File: config.mk
export PLATFORM = sky130hd
export DESIGN_NAME = int_pc_sequencer_flat
export DESIGN_NICKNAME = d
export VERILOG_FILES = /design/src/rtl/int_pc_sequencer_pkg.sv /design/src/rtl/int_pc_sequencer_if.sv /design/src/rtl/int_pc_sequencer_epc_stack.sv /design/src/rtl/int_pc_sequencer.sv /design/src/flat_wrapper.sv
export SDC_FILE = /design/constraint.sdc
export NUM_CORES = 1
export LEC_CHECK = 0
export ABC_AREA = 1
export BUFFER_PORTS_ARGS = -buffer_cell sky130_fd_sc_hd__clkbuf_2
export CORE_AREA = 4 4 164 166
export DETAILED_ROUTE_END_ITERATION = 6
export DIE_AREA = 0 0 168 170
export HOLD_SLACK_MARGIN = 0.08
export MAX_ROUTING_LAYER = met4
export PLACE_DENSITY_LB_ADDON = 0.3
export SLEW_MARGIN = 20
export SYNTH_ARGS = -nofsm -noshare
export SYNTH_HDL_FRONTEND = slang
export SYNTH_HIERARCHICAL = 1
export SYNTH_SLANG_ARGS = --single-unit
File: constraint.sdc
create_clock -name LOGISIM_CLOCK_TREE_0 -period 8.7 [get_ports LOGISIM_CLOCK_TREE_0]
set_input_delay 0.435 -clock LOGISIM_CLOCK_TREE_0 [delete_from_list [all_inputs] [get_ports LOGISIM_CLOCK_TREE_0]]
set_output_delay 0.435 -clock LOGISIM_CLOCK_TREE_0 [all_outputs]
set_load 0.05 [all_outputs]
File: src/rtl/int_pc_sequencer_pkg.sv
// Shared constants and types for the three-source interrupt PC sequencer.
// Covers the vector layout, handler level encoding and return-stack entry format.
package int_pc_sequencer_pkg;

  localparam logic [31:0] VEC_BASE    = 32'h0000_0800;
  localparam logic [31:0] VEC_STRIDE  = 32'h0000_0100;
  localparam int          NUM_SRC     = 3;
  localparam int          STACK_DEPTH = 3;

  // Level n (1..3) means a handler for source n-1 is running.
  typedef enum logic [1:0] {
    LVL_NONE = 2'd0,
    LVL_SRC0 = 2'd1,
    LVL_SRC1 = 2'd2,
    LVL_SRC2 = 2'd3
  } lvl_e;

  typedef struct packed {
    lvl_e        lvl;
    logic [31:0] epc;
  } epc_entry_t;

  function automatic logic [31:0] vector_addr(input logic [31:0] base,
                                              input logic [31:0] stride,
                                              input logic [1:0]  src);
    return base + stride * {30'd0, src};
  endfunction

  function automatic lvl_e src_to_lvl(input logic [1:0] src);
    return lvl_e'(src + 2'd1);
  endfunction

endpackage

File: src/rtl/int_pc_sequencer_if.sv
// Bus between the core's PC update logic and the interrupt PC sequencer.
// The master side is the core, the slave side is the sequencer.
interface int_pc_sequencer_if;

  logic [31:0] PC_Next;
  logic        InstrValid;
  logic        ERET;
  logic        IE;
  logic [2:0]  IntMask;
  logic [2:0]  IRQ;
  logic [31:0] PC_Out;
  logic [2:0]  IntAck;
  logic        IntActive;
  logic [1:0]  CurLvl;
  logic [2:0]  Pending;
  logic [31:0] EPC_Top;

  modport master (
    output PC_Next, InstrValid, ERET, IE, IntMask, IRQ,
    input  PC_Out, IntAck, IntActive, CurLvl, Pending, EPC_Top
  );

  modport slave (
    input  PC_Next, InstrValid, ERET, IE, IntMask, IRQ,
    output PC_Out, IntAck, IntActive, CurLvl, Pending, EPC_Top
  );

endinterface

File: src/rtl/int_pc_sequencer_epc_stack.sv
// Three-entry LIFO of {saved level, return PC} for nested interrupt handlers.
// top reads as all-zero while the stack is empty.
module int_pc_sequencer_epc_stack
  import int_pc_sequencer_pkg::*;
(
  input  logic       clk,
  input  logic       en,
  input  logic       rst,
  input  logic       push,
  input  logic       pop,
  input  epc_entry_t din,
  output epc_entry_t top,
  output logic       empty
);

  epc_entry_t entry_q [STACK_DEPTH];
  epc_entry_t entry_d [STACK_DEPTH];
  logic [1:0] sp_q, sp_d;

  // NOTE: every always_comb output gets a default first so no path can infer a latch.
  always_comb begin
    entry_d = entry_q;
    sp_d    = sp_q;
    if (push && (sp_q != 2'(STACK_DEPTH))) begin
      entry_d[sp_q] = din;
      sp_d          = sp_q + 2'd1;
    end else if (pop && (sp_q != 2'd0)) begin
      sp_d = sp_q - 2'd1;
    end
  end

  // NOTE: sequential state uses non-blocking assignments only, so all flops see pre-edge values.
  always_ff @(posedge clk) begin
    if (en) begin
      if (rst) begin
        sp_q <= 2'd0;
        // NOTE: the entries are cleared too, so EPC state is never X after reset.
        for (int i = 0; i < STACK_DEPTH; i++) entry_q[i] <= '0;
      end else begin
        sp_q    <= sp_d;
        entry_q <= entry_d;
      end
    end
  end

  assign empty = (sp_q == 2'd0);

  always_comb begin
    top = '0;
    if (!empty) top = entry_q[sp_q - 2'd1];
  end

endmodule

File: src/rtl/int_pc_sequencer.sv
// Prioritised three-source interrupt sequencer between PC update logic and the PC register.
// Redirects to vectors, returns via ERET, and nests handlers by strict priority.
module int_pc_sequencer
  import int_pc_sequencer_pkg::*;
#(
  parameter logic [31:0] VecBase   = VEC_BASE,
  parameter logic [31:0] VecStride = VEC_STRIDE
) (
  input  logic [4:0]         LOGISIM_CLOCK_TREE_0,
  input  logic               Reset,
  int_pc_sequencer_if.slave  bus
);

  logic clk;
  logic tick;
  logic unused_tree;

  assign clk         = LOGISIM_CLOCK_TREE_0[4];
  assign tick        = LOGISIM_CLOCK_TREE_0[2];
  assign unused_tree = ^{LOGISIM_CLOCK_TREE_0[3], LOGISIM_CLOCK_TREE_0[1:0]};

  logic [2:0] irq_prev_q, irq_prev_d;
  logic [2:0] pending_q, pending_d;
  lvl_e       cur_lvl_q, cur_lvl_d;

  logic [2:0] rise;
  logic [2:0] elig;
  logic [2:0] ack;
  logic [1:0] winner;
  logic       take;
  logic       ret;
  logic [31:0] pc_out;

  epc_entry_t stack_top;
  epc_entry_t push_data;
  logic       stack_empty;

  // A source is eligible only if it outranks the handler currently running.
  always_comb begin
    rise   = bus.IRQ & ~irq_prev_q;
    elig   = '0;
    winner = 2'd0;
    for (int i = 0; i < NUM_SRC; i++) begin
      elig[i] = pending_q[i] & bus.IntMask[i] & bus.IE & ((i + 1) > int'(cur_lvl_q));
      if (elig[i]) winner = 2'(i);
    end
  end

  assign take = bus.InstrValid & ~bus.ERET & (elig != 3'b000);
  assign ret  = bus.InstrValid & bus.ERET & (cur_lvl_q != LVL_NONE) & ~stack_empty;
  assign ack  = take ? (3'b001 << winner) : 3'b000;

  always_comb begin
    pc_out = bus.PC_Next;
    if (take)     pc_out = vector_addr(VecBase, VecStride, winner);
    else if (ret) pc_out = stack_top.epc;
  end

  // A new edge on the source being taken re-arms it, so set wins over clear.
  always_comb begin
    irq_prev_d = bus.IRQ;
    pending_d  = (pending_q & ~ack) | rise;
    cur_lvl_d  = cur_lvl_q;
    if (take)     cur_lvl_d = src_to_lvl(winner);
    else if (ret) cur_lvl_d = stack_top.lvl;
  end

  assign push_data = '{lvl: cur_lvl_q, epc: bus.PC_Next};

  always_ff @(posedge clk) begin
    if (tick) begin
      if (Reset) begin
        irq_prev_q <= 3'b000;
        pending_q  <= 3'b000;
        cur_lvl_q  <= LVL_NONE;
      end else begin
        irq_prev_q <= irq_prev_d;
        pending_q  <= pending_d;
        cur_lvl_q  <= cur_lvl_d;
      end
    end
  end

  int_pc_sequencer_epc_stack u_stack (
    .clk   (clk),
    .en    (tick),
    .rst   (Reset),
    .push  (take),
    .pop   (ret),
    .din   (push_data),
    .top   (stack_top),
    .empty (stack_empty)
  );

  assign bus.PC_Out    = pc_out;
  assign bus.IntAck    = ack;
  assign bus.IntActive = (cur_lvl_q != LVL_NONE);
  assign bus.CurLvl    = cur_lvl_q;
  assign bus.Pending   = pending_q;
  assign bus.EPC_Top   = stack_top.epc;

endmodule

File: src/flat_wrapper.sv
// flat-port wrapper written by rule: the top's interface ports become plain ports
module int_pc_sequencer_flat import int_pc_sequencer_pkg::*;
#(
  parameter logic [31:0] VecBase   = VEC_BASE,
  parameter logic [31:0] VecStride = VEC_STRIDE
)
  (LOGISIM_CLOCK_TREE_0, Reset, bus_PC_Next, bus_InstrValid, bus_ERET, bus_IE, bus_IntMask, bus_IRQ, bus_PC_Out, bus_IntAck, bus_IntActive, bus_CurLvl, bus_Pending, bus_EPC_Top);
  int_pc_sequencer_if bus_i ();
  input  logic [4:0] LOGISIM_CLOCK_TREE_0;
  input  logic Reset;
  input wire logic [$bits(bus_i.PC_Next)-1:0] bus_PC_Next;
  input wire logic [$bits(bus_i.InstrValid)-1:0] bus_InstrValid;
  input wire logic [$bits(bus_i.ERET)-1:0] bus_ERET;
  input wire logic [$bits(bus_i.IE)-1:0] bus_IE;
  input wire logic [$bits(bus_i.IntMask)-1:0] bus_IntMask;
  input wire logic [$bits(bus_i.IRQ)-1:0] bus_IRQ;
  output wire logic [$bits(bus_i.PC_Out)-1:0] bus_PC_Out;
  output wire logic [$bits(bus_i.IntAck)-1:0] bus_IntAck;
  output wire logic [$bits(bus_i.IntActive)-1:0] bus_IntActive;
  output wire logic [$bits(bus_i.CurLvl)-1:0] bus_CurLvl;
  output wire logic [$bits(bus_i.Pending)-1:0] bus_Pending;
  output wire logic [$bits(bus_i.EPC_Top)-1:0] bus_EPC_Top;
  assign bus_i.PC_Next = bus_PC_Next;
  assign bus_i.InstrValid = bus_InstrValid;
  assign bus_i.ERET = bus_ERET;
  assign bus_i.IE = bus_IE;
  assign bus_i.IntMask = bus_IntMask;
  assign bus_i.IRQ = bus_IRQ;
  assign bus_PC_Out = bus_i.PC_Out;
  assign bus_IntAck = bus_i.IntAck;
  assign bus_IntActive = bus_i.IntActive;
  assign bus_CurLvl = bus_i.CurLvl;
  assign bus_Pending = bus_i.Pending;
  assign bus_EPC_Top = bus_i.EPC_Top;
  int_pc_sequencer #(.VecBase(VecBase), .VecStride(VecStride)) u_core (.LOGISIM_CLOCK_TREE_0(LOGISIM_CLOCK_TREE_0), .Reset(Reset), .bus(bus_i));
endmodule
==> summary.txt <==
Min path
  • HP Class: clock port to register
  • WHS Path Cells: 2

Worst setup path
  • Reg2reg path depth: 8
  • CP top delay family: compound AO/OA/AOI/OAI gates
  • Critical path data arrival time: between 6 and 7 ns
  • Critical Path Sink: u_core/u_stack/entry_q[37]$_SDFFCE_PP0P_
  • CP Buf/Inv Count: 3
  • Worst EP required: roughly 8.5 ns
  • Worst Setup SP: u_core/bus.CurLvl[1]$_SDFFCE_PP0P_
  • Critical path depth: 8
  • R2R Setup Slk: 2.31 ns
  • Crit start category: register
  • Crit Path Category: register to register
  • Most used cell, CP: inv_1
  • Max FO, Critical Path: between 100 and 150
  • Peak per-stage delay on the critical path: 4.33 ns
  • Crit-path cells: inv_1, nand4_1, nand3_1, nand2_2, buf_4, inv_1, nand2_1, a21oi_2
  • FF-to-FF Start: u_core/bus.CurLvl[1]$_SDFFCE_PP0P_
  • CP max stage cell: a21oi_2
  • RR Endpoint: u_core/u_stack/entry_q[37]$_SDFFCE_PP0P_
  • Worst Setup End Kind: register

Synthesis
  • Most common cell in the synthesized netlist: nand2_1
  • Synthesized area: slightly below 7000 um2
  • Number of synthesized flops with an enable pin: 112
  • Syn_nets: 935
  • Top cell type's share of synthesized area: 0.496
  • Top post-synthesis cells by count: nand2_1 (239), inv_1 (118), edfxtp_1 (112)
  • Ranking of synthesized cells by area: edfxtp_1 (50%), nand2_1 (13%), a21oi_1 (8.0%), o21ai_0 (7.5%), inv_1 (6.5%)
  • Top FF cell, synth: edfxtp_1
  • Post-synthesis sequential area ratio: 0.496
  • Ys async rst share: 0
  • Mean Syn Cell Area: 7.68 um2
  • Mapped Cells: just under 900
  • Count of different cell masters after synthesis: 24
  • Post-synth top area cell: edfxtp_1
  • Post-synthesis sequential element count: about 110
  • Yosys warnings: 6

Route
  • First-pass DRT Iterations: 4
  • Routed length per instance: 15.0 um
  • DRT iter0 DRCs: 523
  • # DRC: 0
  • Drt total wl: roughly 20 mm
  • Via density: around 4.6
  • DRT antenna net count: 0
  • Via count: 6,049

Die
  • Die width: ~170 um
  • Starting density of the core: 0.265
  • CORE AREA: ~26,000 um2
  • Num rows: approximately 60
  • Die outline height: 170 um
  • Die area: 28,600 um2
  • I/O pins: 120

Clocking
  • Clock slew at reported path FFs: around 0.070 ns
  • TritonCTS clock tree: built
  • Clk_lat worst skew: around 0.36 ns

Place
  • Dpl ws: between 1.5 and 2 ns
  • Dpl cells: roughly 1,300
  • DP Wirelength: about 11 mm
  • Buffers on Ports: 115
  • GP Congestion: between 0.8 and 0.9

Finish
  • Area grow syn2layout: 19.3%
  • Final nets: between 1,000 and 1,500
  • Non-Filler Instances: ~1,300
  • Layout cell share with drive strength beyond 1: 0.165
  • Inserted Diodes: 0

STA
  • Fin crit period: between 6 and 7 ns
  • Final Skew: around 0.01 ns
  • Tcrit/Tclk final: 0.734
  • Final Max Slew Viols: just over 100
  • Post-route setup TNS: 0 ns
  • Worst-Margin Slew: ~6.0 ns
  • Max_slew headroom: -2.98
  • RSZ-0062 raised after global routing: no
  • Fmax: 157 MHz
  • Final hold vios: 0
  • Setup slack after layout: 2.31 ns
  • Count of final setup violators: 0

Pwr
  • Pwr Total: 3.84 mW
  • Net Switching: 1.99 mW
  • Pwr per Cell Area: between 400 and 500 nW/um2
  • Leak: between 3 and 4 nW
  • Internal: between 1.5 and 2 mW
  • Clock power share: 0.213
  • Comb pwr share: 0.509
  • VDD IR max: between 200 and 250 uV
  • Switching fraction of total power: 0.520
  • Reg power frac: 0.278

Global route
  • Vias in the first global route: roughly 6,300
  • Global-route wire length before repair: between 30 and 40 mm
  • Initial antenna violation count: 0
  • Largest net degree at the start of global routing: ~100
  • Tot GR Track Use: 0.143
  • GRT overflow: 0

Run
  • Number of max-cap violations: 1

Run status
  • Failing checks: capacitance limit, slew limit
  • Status: complete, but fails checks
==> metrics by stage <==
stage	utilization	instance area, um2	hold WS [ns]
floorplan	-	6780	0.112
global placement	0.293	7490	0.112
detailed placement	0.293	7490	0.112
CTS	0.316	8090	-0.0128
global route	0.316	8090	-0.0136
finish	0.316	8090	0.00148
==> cells by family (layout without fill, tap and decap cells) <==
group / after synthesis / after routing / share of synthesized area
DFF: 112 / 112 / 0.496
AOI/OAI and AO/OA: 212 / 212 / 0.157
adders and majority gates: 5 / 5 / 0.00923
xor gates and xnor gates: 1 / 1 / 0.00129
buffers and inverters: 181 / 271 / 0.116
and+or+nand+nor: 372 / 372 / 0.220
==> worst min path at each step <==
| stage | startpoint | endpoint | slack [ns] |
|---|---|---|---|
| 3_3_place_gp | LOGISIM_CLOCK_TREE_0[2] | u_core/bus.Pending[0]$_SDFFCE_PP0P_ | 0.11 |
| 6_report | LOGISIM_CLOCK_TREE_0[2] | u_core/irq_prev_q[2]$_SDFFCE_PP0P_ | 0.001 |
| 2_1_floorplan | LOGISIM_CLOCK_TREE_0[2] | u_core/bus.Pending[0]$_SDFFCE_PP0P_ | 0.11 |
| 3_5_place_dp | LOGISIM_CLOCK_TREE_0[2] | u_core/bus.Pending[0]$_SDFFCE_PP0P_ | 0.11 |
| 4_1_cts | LOGISIM_CLOCK_TREE_0[2] | u_core/irq_prev_q[2]$_SDFFCE_PP0P_ | -0.01 |
| 5_1_grt | LOGISIM_CLOCK_TREE_0[2] | u_core/irq_prev_q[2]$_SDFFCE_PP0P_ | -0.01 |
==> power groups by stage <==
stage / logic, mW / clock network (mW) / registers (mW)
after CTS: 1.98 / 0.853 / 1.07
after global placement: 1.97 / 0.0821 / 1.04
after floorplan: 1.48 / 0.0821 / 1.07
after global routing: 2.14 / 0.876 / 1.10
after detailed placement: 1.98 / 0.0821 / 1.05
final: 1.95 / 0.816 / 1.07
==> worst reg2reg max path: cells and delay by family (launching register included) <==
family	cells	cell delay (ns)
compound gates	1	4.33
buf+inv	3	0.50
flops	1	0.49
simple gates	4	0.39
==> routing by layer <==
metal	part of all wire	track usage	routed length [um]
met2	0.46	0.209	8960
met5	0	-	0
met1	0.46	0.173	9060
met3	0.058	0.0458	1150
met4	0.026	0.0854	503
==> placed cells by master (no fill, tap or decap), drive strengths merged <==
master / instances
o21ai: 102
inv: 124
clkinvlp: 1
nor3: 1
clkbuf: 134
bufinv: 2
nand2: 241
nand4: 3
a21oi: 108
xnor2: 1
ha: 5
a21boi: 1
buf: 5
edfxtp: 112
nor2: 84
nand3: 43
clkinv: 5
a31oi: 1
==> state kept, by name, indices dropped and copies added, names as in the netlist <==
name,cells
u_core/u_stack/entry_q,102
u_core/bus.Pending,3
u_core/irq_prev_q,3
u_core/bus.CurLvl,2
u_core/u_stack/sp_q,2
==> cell type report <==
cell class	count	area [um2]
timing repair buffer	120	613
clock buffer	19	475
sequential	112	3360
tap	335	419
multi-input combinational	590	2640
fill	2726	17500
inverter	122	463
clock inverter	10	118
==> what timing repair did <==
action / in CTS / in global routing
hold endpoints to repair: 0 / 0
gates resized for setup: 1 / 0
endpoints found under the setup margin: 102 / 0
hold buffers: 0 / 0
buffers inserted: 0 / 0
No activity file was read; power rests on OpenSTA's default activity.
